==> src/rtl/trap_sequencer.sv <==
// trap_sequencer
//   Machine-mode trap entry / mret control FSM for the CSR block.
//   Trap entry: flush and drain the pipeline, write mepc, mcause and mstatus
//   one per cycle over a single CSR write port, then redirect fetch to the
//   trap vector. mret: rewrite mstatus, then redirect fetch to mepc.
//
// Ports
//   clk, reset      core clock, asynchronous active-high reset
//   interrupt       enabled interrupt pending (level)
//   exception       synchronous exception at MEM (level)
//   int_code[4:0]   cause code of the current request
//   trap_pc[31:0]   trap vector target, already computed
//   epc_in[31:0]    PC to be saved into mepc
//   mret            mret at MEM
//   mepc_in[31:0]   current mepc value
//   mstatus_in[31:0] current mstatus value (sampled combinationally)
//   pipe_empty      nothing in flight behind MEM
//   stall / busy    FSM is not IDLE
//   flush           one-cycle flush pulse
//   csr_we, csr_sel[1:0], csr_wdata[31:0]   CSR write port (0 mepc, 1 mcause, 2 mstatus)
//   pc_redirect, pc_target[31:0]            one-cycle fetch redirect (target 0 otherwise)
//   drain_timeout   pulse when DRAIN gives up waiting for pipe_empty
//   dbg_state[2:0]  current FSM state, for observation only
//
// Handshake: there is no valid/ready pair here. Requests are levels sampled
// only while IDLE; everything seen while busy is ignored, and a still-pending
// level request is simply taken again once the FSM is back in IDLE.
//
// All outputs decode from the state register and the latched trap data, so
// they drop to 0 as soon as the asynchronous reset is asserted.
// DRAIN_MAX must be at least 1.

module trap_sequencer #(
  parameter int DRAIN_MAX = 15
) (
  input  logic        clk,
  input  logic        reset,
  input  logic        interrupt,
  input  logic        exception,
  input  logic [4:0]  int_code,
  input  logic [31:0] trap_pc,
  input  logic [31:0] epc_in,
  input  logic        mret,
  input  logic [31:0] mepc_in,
  input  logic [31:0] mstatus_in,
  input  logic        pipe_empty,
  output logic        stall,
  output logic        flush,
  output logic        csr_we,
  output logic [1:0]  csr_sel,
  output logic [31:0] csr_wdata,
  output logic        pc_redirect,
  output logic [31:0] pc_target,
  output logic        busy,
  output logic        drain_timeout,
  output logic [2:0]  dbg_state
);

  localparam int CW = $clog2(DRAIN_MAX + 1);
  localparam logic [CW-1:0] CNT_MAX = CW'(DRAIN_MAX);

  typedef enum logic [2:0] {
    S_IDLE,
    S_DRAIN,
    S_W_EPC,
    S_W_CAUSE,
    S_W_STATUS,
    S_REDIRECT,
    S_RET_STATUS,
    S_RET_REDIRECT
  } state_t;

  state_t        state;
  logic [31:0]   epc_q;
  logic [31:0]   tpc_q;
  logic [31:0]   cause_q;
  logic [CW-1:0] drain_cnt;

  logic drain_done;
  assign drain_done = pipe_empty || (drain_cnt == CNT_MAX);

  always_ff @(posedge clk or posedge reset) begin
    if (reset) begin
      state     <= S_IDLE;
      epc_q     <= '0;
      tpc_q     <= '0;
      cause_q   <= '0;
      drain_cnt <= '0;
    end else begin
      case (state)
        S_IDLE: begin
          // Exception wins over interrupt, both win over mret; losers are
          // dropped and only re-sampled on a later IDLE cycle.
          if (exception || interrupt) begin
            epc_q     <= epc_in;
            tpc_q     <= trap_pc;
            cause_q   <= {interrupt & ~exception, 26'b0, int_code};
            drain_cnt <= '0;
            state     <= S_DRAIN;
          end else if (mret) begin
            state <= S_RET_STATUS;
          end
        end
        S_DRAIN: begin
          // Counter saturates at CNT_MAX; reaching it forces the exit.
          if (drain_cnt != CNT_MAX) drain_cnt <= drain_cnt + 1'b1;
          if (drain_done) state <= S_W_EPC;
        end
        S_W_EPC:        state <= S_W_CAUSE;
        S_W_CAUSE:      state <= S_W_STATUS;
        S_W_STATUS:     state <= S_REDIRECT;
        S_REDIRECT:     state <= S_IDLE;
        S_RET_STATUS:   state <= S_RET_REDIRECT;
        S_RET_REDIRECT: state <= S_IDLE;
        default:        state <= S_IDLE;
      endcase
    end
  end

  // mstatus images for trap entry and mret.
  logic [31:0] status_trap;
  logic [31:0] status_ret;

  always_comb begin
    status_trap        = mstatus_in;
    status_trap[7]     = mstatus_in[3];  // MPIE <= MIE
    status_trap[3]     = 1'b0;           // MIE  <= 0
    status_trap[12:11] = 2'b11;          // MPP  <= M
    status_ret         = mstatus_in;
    status_ret[3]      = mstatus_in[7];  // MIE  <= MPIE
    status_ret[7]      = 1'b1;           // MPIE <= 1
    status_ret[12:11]  = 2'b11;
  end

  always_comb begin
    stall         = (state != S_IDLE);
    busy          = (state != S_IDLE);
    flush         = 1'b0;
    csr_we        = 1'b0;
    csr_sel       = 2'd0;
    csr_wdata     = '0;
    pc_redirect   = 1'b0;
    pc_target     = '0;
    drain_timeout = 1'b0;
    case (state)
      S_DRAIN: begin
        // The counter is 0 only on the first DRAIN cycle.
        flush         = (drain_cnt == '0);
        drain_timeout = (drain_cnt == CNT_MAX) && !pipe_empty;
      end
      S_W_EPC: begin
        csr_we    = 1'b1;
        csr_sel   = 2'd0;
        csr_wdata = epc_q & 32'hFFFF_FFFC;
      end
      S_W_CAUSE: begin
        csr_we    = 1'b1;
        csr_sel   = 2'd1;
        csr_wdata = cause_q;
      end
      S_W_STATUS: begin
        csr_we    = 1'b1;
        csr_sel   = 2'd2;
        csr_wdata = status_trap;
      end
      S_REDIRECT: begin
        pc_redirect = 1'b1;
        pc_target   = tpc_q;
      end
      S_RET_STATUS: begin
        flush     = 1'b1;
        csr_we    = 1'b1;
        csr_sel   = 2'd2;
        csr_wdata = status_ret;
      end
      S_RET_REDIRECT: begin
        pc_redirect = 1'b1;
        pc_target   = mepc_in & 32'hFFFF_FFFC;
      end
      default: ;
    endcase
  end

  assign dbg_state = state;

endmodule

==> config.mk <==
export PLATFORM = sky130hd
export DESIGN_NAME = trap_sequencer
export DESIGN_NICKNAME = d
export VERILOG_FILES = /design/src/rtl/trap_sequencer.sv
export SDC_FILE = /design/constraint.sdc
export NUM_CORES = 1
export LEC_CHECK = 0
export ABC_AREA = 1
export BUFFER_PORTS_ARGS = -buffer_cell sky130_fd_sc_hd__buf_4
export CORE_AREA = 2 2 109 100
export DETAILED_ROUTE_END_ITERATION = 10
export DIE_AREA = 0 0 111 102
export MAX_ROUTING_LAYER = met4
export PLACE_DENSITY = 0.86
export SLEW_MARGIN = 10
export SYNTH_ARGS = -nofsm -noshare
export SYNTH_HDL_FRONTEND = slang
export SYNTH_SLANG_ARGS = --single-unit
export TNS_END_PERCENT = 50
==> constraint.sdc <==
create_clock -name clk -period 1.85 [get_ports clk]
set_input_delay 0.0925 -clock clk [delete_from_list [all_inputs] [get_ports clk]]
set_output_delay 0.0925 -clock clk [all_outputs]
set_load 0.1 [all_outputs]
# Word-level counts from Yosys, hierarchy flattened
# Cells that the tools add are included.
word_totals:
  register_bits: 77
  latch_bits: 0
  mem_bits_rw: 0
  romBits: 0
  inputBits: 139
  output_inout_bits: 75
  mem_count: 0
op_classes:
  addsub: 1
  n_mul: 0
  n_div: 0
  n_lt_le_gt_ge: 0
  eq_ne: 13
  n_shift: 0
  muxes: 14
  bitwise: 2
  n_reduce_logical: 14
ops:
  columns: ["cell", "n"]
  rows:
  - ["32-bit case mux with 4 select lines", 1]
  - ["32-bit case mux with 2 select lines", 1]
  - ["3-bit case mux with 7 select lines", 1]
  - ["3-bit == test (second input constant)", 4]
  - ["3-bit 2-to-1 mux", 3]
  - ["4-bit 2-to-1 mux", 2]
  - ["4-bit case mux with 2 select lines", 1]
  - ["3-bit by 2-bit == test with 1-bit output (second input constant)", 2]
  - ["2-bit inequality test (second input constant)", 3]
  - ["4-bit by 1-bit adder with 4-bit output (second input constant)", 1]
  - ["4-bit == test (second input constant)", 1]
  - ["4-bit logical NOT", 1]
  - ["4-bit inequality test (second input constant)", 1]
  - ["2-bit case mux with 2 select lines", 1]
  - ["2-bit AND reduction", 2]
  - ["2-bit OR reduction", 2]
  - ["4-bit OR reduction", 1]
  - ["3-bit by 1-bit == test with 1-bit output (second input constant)", 1]
  - ["3-bit logical NOT", 1]
  - ["1-bit 2-to-1 mux", 3]
  - ["3-bit inequality test (second input constant)", 1]
  - ["3-bit AND reduction", 1]
  - ["3-bit nonzero test", 1]
  - ["1-bit logical OR", 2]
  - ["other kinds (6)", 6]

# Depth between registers and ports, before layout
# Gate-level depths: netlist of the first run.
logic_depth:
  ltp_word: 4
  depth_mapped: 8

# Least setup slack after synthesis of the first run
# Ideal clock, no wire load.
synth_path:
  kind: "reg-to-output"
  start: "register state[1], in the netlist dbg_state[1]"
  end: "output port drain_timeout"
  t_arrival_ps: 3427
  required_time_ps: 1757
  slack_ps: -1670
  path_stages_with_launch: 5
  n_path_buf: 1
  path_cell_list: "dfrtp_1 buf_4 nor2_4 nand2_1 nor3_1"
synth_via:
  elab_chain_len: 2
synth_rtl:
  columns: ["element", "line_no", "rtl"]
  rows:
  - ["start, declared", "73", "state_t state;"]
  - ["start signal, assigned", "84", "state <= S_IDLE;"]
  - ["start signal, assigned", "99", "state <= S_DRAIN;"]
  - ["start signal, assigned", "101", "state <= S_RET_STATUS;"]
  - ["3-bit by 1-bit == test with 1-bit output", "145", "case (state)"]
  - ["1-bit 2-to-1 mux", "145", null]
  - ["end, declared", "55", "output logic drain_timeout,"]
# Every way passes these cells.

# Worst setup path after layout of the first run
layout_path:
  start: "register state[0], in the netlist dbg_state[0]"
  end: "output port csr_wdata[13]"
layout_via:
  elab_chain_len: 2
  word_cells_on_any_way: 5
  classes_between: "4 x eq/ne; 1 x mux"
layout_rtl:
  columns: ["element", "line_no", "rtl"]
  rows:
  - ["3-bit == test / 3-bit by 2-bit == test with 1-bit output (equally long branches)", "145", null]
  - ["32-bit case mux with 4 select lines *", "145", null]
  - ["end, declared", "51", "output logic [31:0] csr_wdata,"]
# Mark *: on every way between the ends. The rest lies on a longest branch, timed or not.

==> out/qor.txt, run 1 <==
OUTCOME
-----------------------------------------------------------------------------------------------
Outcome                                                                            finished, violations left
Violated checks                                                                    setup timing

SYNTH
-----------------------------------------------------------------------------------------------
Cell variety after synth                                                                     18
Count of warnings emitted by yosys                                                            0
Net count after synthesis                                                                   725
Cell area after technology mapping                                                     4070 µm²
Avg Synthesized Cell Area                                                              6.97 µm²
Synthesized netlist cell count                                                              584
Fraction of the yosys area taken by sequential cells                                      46.1%
Seq cells post-synth                                                                         75

ROUTE
-----------------------------------------------------------------------------------------------
DR DRC count                                                                                  0
Drt wl/cell                                                                             17.8 µm
Vias per inst                                                                              5.34
Total number of vias                                                                       5295
Length of the first detailed-routing pass in iterations                                       6
Antenna violation net count after detailed routing                                            0
DRT iter0 DRCs                                                                              346
Wirelength, routed                                                                     17700 µm

GRT
-----------------------------------------------------------------------------------------------
First-pass GRT wire length                                                             24900 µm
Largest net degree at the start of global routing                                            40
GRT Util Overall                                                                          28.2%
Total gr overflow                                                                             0
Initial antenna violation count                                                               0
Via count of the first global-routing pass                                                 5093

STA
-----------------------------------------------------------------------------------------------
Highest clock rate                                                                      527 MHz
Max-slew headroom at the worst pin                                                        70.3%
RSZ-0062 raised after global routing                                                        yes
Setup clock skew after layout                                                        0.00304 ns
Fin worst setup slack                                                                -0.0459 ns
Worst-margin pin slew                                                                  0.445 ns
Final Critical Period                                                                   1.90 ns
Number of pins exceeding their max-slew limit in the final report                             0
Share of the cycle needed by the critical path after routing                               102%
Final setup violation count                                                                   4
Hold violation total from the final report                                                    0

CTS
-----------------------------------------------------------------------------------------------
Inserted Clock Buffers                                                                        9
CTS tree                                                                                   done
Clock input transition at the sequential cells of the worst setup and hold paths        0.06 ns
Clock H-tree levels                                                                           3
Root Buffer Master                                                                 sky130_fd_sc_hd__clkbuf_16
Maximum number of buffers from clock root to sink                                             2
# clock sinks                                                                                75
Clock latency on the worst-skew pair                                                    0.33 ns

CELLS AND AREA
-----------------------------------------------------------------------------------------------
Utilization after layout                                                                  79.1%
Summed area of non-filler cells in the final layout                                    8000 µm²
Number of antenna cells inserted                                                              0
Final nets                                                                                  998
Fraction of final layout cells with drive strength greater than 1                         43.5%
Layout Area Growth over Synthesis                                                         96.4%

DIE
-----------------------------------------------------------------------------------------------
Horizontal die dimension                                                                 111 µm
Number of placement rows                                                                     35
Count of pins on the block boundary                                                         214
Total core area                                                                       10100 µm²
Starting density of the core                                                              40.3%
Vertical extent of the die                                                               102 µm
Total Die Area                                                                        11300 µm²

PLACEMENT
-----------------------------------------------------------------------------------------------
# port buffers                                                                              207
Placed Instance Area                                                                   6160 µm²
Total half-perimeter wirelength after legalization and detailed placement               9380 µm
Final GP Congestion                                                                       0.876

CRITICAL PATH
-----------------------------------------------------------------------------------------------
Maximum fanout encountered on the critical timing path                                        7
Delay contributed by the slowest stage of the critical path                             0.51 ns
Classification of the worst setup path                                               reg -> out
Kind of end point of the critical path                                              output port
Arrival time of the worst setup path                                                    1.80 ns
Crit-path leading delay family                                                     buffers and inverters
Setup crit start kind                                                                 flip-flop
Critical path's slowest cell                                                       sky130_fd_sc_hd__dfrtp_4
Crit path buffers/inverters                                                                   4
Required time of the worst setup path                                                   1.76 ns
Cell-by-cell trace of the critical path                                            inv_6 -> nand2_4 -> nor2_4 -> buf_6 -> clkbuf_16 -> nand2_1 -> nand2_2 -> buf_12

WORST HOLD PATH
-----------------------------------------------------------------------------------------------
Class of the tightest hold or removal check                                           in -> reg

JOB
-----------------------------------------------------------------------------------------------
Max Cap Viol                                                                                  0

POWER AND IR DROP
-----------------------------------------------------------------------------------------------
Pwr dens                                                                            1950 nW/µm²
Worst ir drop on vdd                                                                    1.75 mV
Reported leakage power                                                                  4.20 nW

## through the flow
stage	TNS [ns]	total power [W]	std cells	hold WS (ns)	setup slack (ns)
2_1_floorplan	-1.49	0.00947	584	0.230	-0.247
3_3_place_gp	0	0.0113	900	0.129	0.248
3_5_place_dp	0	0.0114	900	0.128	0.217
4_1_cts	-0.0277	0.0142	979	0.000552	-0.0230
5_1_grt	-1.39	0.0162	991	0.00195	-0.0970
6_report	-0.0716	0.0156	991	0.0000455	-0.0459
## synth_stat cells, drive strengths merged
master	n	share of area (%)
clkbuf	11	1.0
nand4	2	0.31
dfrtp	75	46
ha	2	0.61
nand3	145	18
buf	30	4.1
nand2	281	26
o21ai	2	0.25
or2	1	0.15
nor3	1	0.12
inv	18	1.7
nor2	16	1.7
## final timing paths
path	start	endpoint	slack [ns]	cells after the start
max in group asynchronous	reset	epc_q[28]	0.95	4
setup reg to reg	dbg_state[1]	tpc_q[9]	0.14	7
min in group asynchronous	reset	cause_q[0]	0.35	3
hold / removal	trap_pc[23]	tpc_q[23]	0.00005	3
setup / recovery	dbg_state[0]	csr_wdata[13]	-0.05	8
hold reg to reg	tpc_q[18]	tpc_q[18]	0.48	2
## metal layers
metal  track usage, %  wire (µm)
met2             48.9       9170
met4             8.37        590
met1             33.6       6680
met5                -          0
met3             5.75       1220
## report_power, final
part / total, W / internal [W] / leakage, nW / switching (W)
combinational: 0.0104 / 0.00335 / 3.08 / 0.00704
sequential: 0.00307 / 0.00243 / 0.935 / 0.000636
clock: 0.00212 / 0.00143 / 0.179 / 0.000691
## tightest hold or removal path, stage by stage
cell,delay (ns)
sky130_fd_sc_hd__buf_4,0.08
sky130_fd_sc_hd__nand3_1,0.06
sky130_fd_sc_hd__nand2_1,0.06
## logic make-up (layout without fill, tap and decap cells)
family | count (synthesis) | after routing | share of synthesized area (%)
AND/OR/NAND/NOR | 446 | 446 | 46.3
flip-flops | 75 | 75 | 46.1
buffers and inverters | 59 | 337 | 6.79
adder cells (fa/ha/maj) | 2 | 2 | 0.614
AO/OA/AOI/OAI | 2 | 2 | 0.246
## flip-flops by register name (all words and copies together), names as in the netlist
signal and cells:
drain_cnt 4, epc_q 30, cause_q 6, dbg_state 3, tpc_q 32
## layout make-up
type,instances,area [µm²]
inverter,18,82.6
sequential,75,1890
tap,129,161
multi-input combinational,450,2380
clock inverter,4,95.1
fill,579,2120
clock buffer,12,267
timing repair buffer,303,3120
## what timing repair did
| action | CTS | global route |
|---|---|---|
| pin swaps | 0 | 13 |
| setup buffers | 2 | 8 |
| hold buffers | 60 | 0 |
| hold endpoints to repair | 74 | 0 |
| endpoints found under the setup margin | 36 | 66 |
| gates resized for setup | 62 | 109 |
| gates cloned | 1 | 4 |
## layout by cell type (no fill, tap or decap), types with 2 or more instances in the layout
cell | synthesis | layout
sky130_fd_sc_hd__buf_6 | 2 | 23
sky130_fd_sc_hd__nand2_2 | 0 | 66
sky130_fd_sc_hd__ha_1 | 2 | 2
sky130_fd_sc_hd__clkbuf_8 | 0 | 3
sky130_fd_sc_hd__nor2_1 | 15 | 11
sky130_fd_sc_hd__dfrtp_4 | 0 | 3
sky130_fd_sc_hd__nand3_4 | 0 | 4
sky130_fd_sc_hd__nand3_1 | 144 | 139
sky130_fd_sc_hd__bufinv_16 | 0 | 3
sky130_fd_sc_hd__buf_12 | 0 | 41
sky130_fd_sc_hd__nand3_2 | 1 | 2
sky130_fd_sc_hd__buf_4 | 2 | 173
sky130_fd_sc_hd__inv_2 | 3 | 2
sky130_fd_sc_hd__dlygate4sd3_1 | 0 | 60
sky130_fd_sc_hd__clkinvlp_4 | 0 | 2
sky130_fd_sc_hd__nand2_4 | 1 | 27
sky130_fd_sc_hd__clkbuf_16 | 0 | 13
sky130_fd_sc_hd__nand2_1 | 280 | 188
sky130_fd_sc_hd__dfrtp_1 | 75 | 72
sky130_fd_sc_hd__inv_1 | 15 | 12
sky130_fd_sc_hd__nand4_1 | 2 | 2
sky130_fd_sc_hd__nor2_4 | 1 | 4
No activity file was read; power rests on OpenSTA's default activity.
==> run 2: changes to the inputs <==
PLACE_DENSITY = 0.75   (was 0.86)
==> out/qor.txt, run 2 (same netlist as run 1, synthesis figures left out) <==
OUTCOME
-----------------------------------------------------------------------------------------------
Outcome                                                                            finished, final reports clean   was finished, violations left

STA
-----------------------------------------------------------------------------------------------
Max-slew headroom at the worst pin                                                        65.4%   was 70.3%
Setup clock skew after layout                                                        0.00876 ns   was 0.00304 ns
Worst-margin pin slew                                                                  0.519 ns   was 0.445 ns
Worst hold margin                                                                    0.00323 ns   was 0.0000455 ns
Highest clock rate                                                                      542 MHz   was 527 MHz
RSZ-0062 raised after global routing                                                        yes   unchanged
Fin worst setup slack                                                                0.00535 ns   was -0.0459 ns
Hold violation total from the final report                                                    0   unchanged
Final setup violation count                                                                   0   was 4
Final Critical Period                                                                   1.84 ns   was 1.90 ns
Share of the cycle needed by the critical path after routing                              99.7%   was 102%
Number of pins exceeding their max-slew limit in the final report                             0   unchanged
Post-Route Setup TNS                                                                       0 ns   was -0.0716 ns

PLACEMENT
-----------------------------------------------------------------------------------------------
Cell count after placement                                                                  895   was 900
Worst slack at placement                                                               0.176 ns   was 0.217 ns
# port buffers                                                                              207   unchanged
Final GP Congestion                                                                       0.871   was 0.876
Total half-perimeter wirelength after legalization and detailed placement               9590 µm   was 9380 µm

CTS
-----------------------------------------------------------------------------------------------
Clock H-tree levels                                                                           3   unchanged
Maximum number of buffers from clock root to sink                                             2   unchanged
CTS tree                                                                                   done   unchanged
# clock sinks                                                                                75   unchanged
Root Buffer Master                                                                 sky130_fd_sc_hd__clkbuf_16   unchanged
Clock input transition at the sequential cells of the worst setup and hold paths        0.06 ns   about the same
Inserted Clock Buffers                                                                        9   unchanged
Clock latency on the worst-skew pair                                                    0.34 ns   was 0.33 ns

CRITICAL PATH
-----------------------------------------------------------------------------------------------
Worst r2r dst                                                                          epc_q[8]   was tpc_q[9]
Reg-to-Reg Start                                                                   dbg_state[1]   unchanged
Maximum fanout encountered on the critical timing path                                       15   was 7
Required time of the worst setup path                                                   1.76 ns   about the same
Worst reg2reg path depth                                                                      7   unchanged
FF-to-FF setup slack                                                                    0.18 ns   was 0.14 ns
Setup crit start kind                                                                 flip-flop   unchanged
Classification of the worst setup path                                               reg -> out   unchanged
Arrival time of the worst setup path                                                    1.75 ns   was 1.80 ns
Kind of end point of the critical path                                              output port   unchanged

DIE
-----------------------------------------------------------------------------------------------
Number of placement rows                                                                     35   unchanged
Total core area                                                                       10100 µm²   unchanged
Starting density of the core                                                              40.3%   unchanged
Total Die Area                                                                        11300 µm²   unchanged
Horizontal die dimension                                                                 111 µm   unchanged
Vertical extent of the die                                                               102 µm   unchanged
Count of pins on the block boundary                                                         214   unchanged

CELLS AND AREA
-----------------------------------------------------------------------------------------------
Largest registers                                                                  tpc_q (32), epc_q (30), cause_q (6)   unchanged
Layout Area Growth over Synthesis                                                         95.4%   was 96.4%
Final nets                                                                                  996   was 998
Flip-flop count of the largest register, all copies and words added                          32   unchanged
Most common library cell in the layout ignoring fill and taps                      sky130_fd_sc_hd__nand2_1   unchanged
Fraction of final layout cells with drive strength greater than 1                         42.6%   was 43.5%
Final standard cell count with taps included and fillers excluded                           991   unchanged
Highest-count cells in the layout ignoring fill and taps                           sky130_fd_sc_hd__nand2_1 (191), sky130_fd_sc_hd__buf_4 (158), sky130_fd_sc_hd__nand3_1 (139)   was sky130_fd_sc_hd__nand2_1 (188), sky130_fd_sc_hd__buf_4 (173), sky130_fd_sc_hd__nand3_1 (139)
Most flop-heavy register                                                                  tpc_q   unchanged

GRT
-----------------------------------------------------------------------------------------------
Via count of the first global-routing pass                                                 5243   was 5093
Total gr overflow                                                                             0   unchanged
First-pass GRT wire length                                                             25200 µm   was 24900 µm
Largest net degree at the start of global routing                                            42   was 40
Initial antenna violation count                                                               2   was 0
GRT Util Overall                                                                          28.7%   was 28.2%

WORST HOLD PATH
-----------------------------------------------------------------------------------------------
Hold Startpoint                                                                      trap_pc[2]   was trap_pc[23]
Hold path cells                                                                               3   unchanged
Hold Path Sink                                                                         tpc_q[2]   was tpc_q[23]
Class of the tightest hold or removal check                                           in -> reg   unchanged

ROUTE
-----------------------------------------------------------------------------------------------
Length of the first detailed-routing pass in iterations                                       6   unchanged
DR DRC count                                                                                  0   unchanged
Vias per inst                                                                              5.35   was 5.34
Wirelength, routed                                                                     17000 µm   was 17700 µm
Drt wl/cell                                                                             17.2 µm   was 17.8 µm
Antenna violation net count after detailed routing                                            0   unchanged
Total number of vias                                                                       5304   was 5295
DRT iter0 DRCs                                                                              414   was 346

POWER AND IR DROP
-----------------------------------------------------------------------------------------------
Worst ir drop on vdd                                                                    1.81 mV   was 1.75 mV
Reported leakage power                                                                  4.13 nW   was 4.20 nW
Pwr dens                                                                            1900 nW/µm²   was 1950 nW/µm²

JOB
-----------------------------------------------------------------------------------------------
Max Cap Viol                                                                                  0   unchanged

[run 2: cell count changes in the layout (fill, tap and decap cells not counted), moves of 3 or more]
cell / change
sky130_fd_sc_hd__clkinvlp_4: +3
sky130_fd_sc_hd__buf_6: +6
sky130_fd_sc_hd__buf_8: +4
sky130_fd_sc_hd__nand2_1: +3
sky130_fd_sc_hd__dlygate4sd3_1: +3
sky130_fd_sc_hd__nand2_2: -3
sky130_fd_sc_hd__clkbuf_8: -3
sky130_fd_sc_hd__buf_4: -15
[run 2: layout make-up]
class,instances,area [µm²]
repair buffers,300,3130
multi-input cells,450,2380
fillers,595,2160
flip-flops and latches,75,1890
clock buffers,10,229
well taps,129,161
inverters,18,85.1
clock inverters,6,66.3
repair inverters,1,5.00
diodes,2,5.00
[run 2: where the power goes]
part | internal, W | switching, W | total [W] | leakage (nW)
combinational | 0.00332 | 0.00704 | 0.0104 | 3.06
clock | 0.00104 | 0.000705 | 0.00175 | 0.135
sequential | 0.00243 | 0.000611 | 0.00304 | 0.935
total | 0.00680 | 0.00835 | 0.0151 | 4.13
[run 2: worst max path at each step]
stage | from | to | slack, ns | cells after the start
floorplan | dbg_state[1] | csr_wdata[3] | -0.25 | 5
global placement | dbg_state[0] | pc_target[12] | 0.22 | 6
detailed placement | dbg_state[2] | pc_target[27] | 0.18 | 6
CTS | dbg_state[0] | csr_wdata[4] | -0.02 | 8
global route | dbg_state[0] | csr_wdata[31] | -0.06 | 8
finish | dbg_state[0] | csr_wdata[2] | 0.005 | 8
[run 2: routing by layer]
layer / up-vias / share of wire, % / global-route usage, %
li1: 2413 / - / -
met1: 2517 / 36 / 32.7
met2: 302 / 53 / 50.0
met3: 72 / 7.1 / 5.28
met4: 0 / 3.9 / 13.2
met5: - / 0 / -
[run 2: metrics by stage]
stage,util (%),cell area (µm²),total power [W]
3_3_place_gp,60.4,6110,0.0112
3_5_place_dp,60.4,6110,0.0114
2_1_floorplan,-,4400,0.00947
5_1_grt,78.7,7960,0.0158
4_1_cts,74.1,7490,0.0141
6_report,78.7,7960,0.0151
[run 2: what timing repair did]
item | in CTS | in global routing
hold endpoints to repair | 137 | 0
gates resized for setup | 96 | 94
endpoints found under the setup margin | 67 | 66
hold buffers | 63 | 0
pin swaps | 3 | 10
setup buffers | 7 | 3
gates cloned | 1 | 5
[run 2: critical path: stages (launching register included)]
cell and delay, ns:
sky130_fd_sc_hd__dfrtp_4 0.52, sky130_fd_sc_hd__inv_4 0.09, sky130_fd_sc_hd__nand2_4 0.06, sky130_fd_sc_hd__nor2_4 0.10, sky130_fd_sc_hd__buf_4 0.13, sky130_fd_sc_hd__buf_12 0.15
sky130_fd_sc_hd__nand2_1 0.10, sky130_fd_sc_hd__nand3_4 0.08, sky130_fd_sc_hd__buf_12 0.17
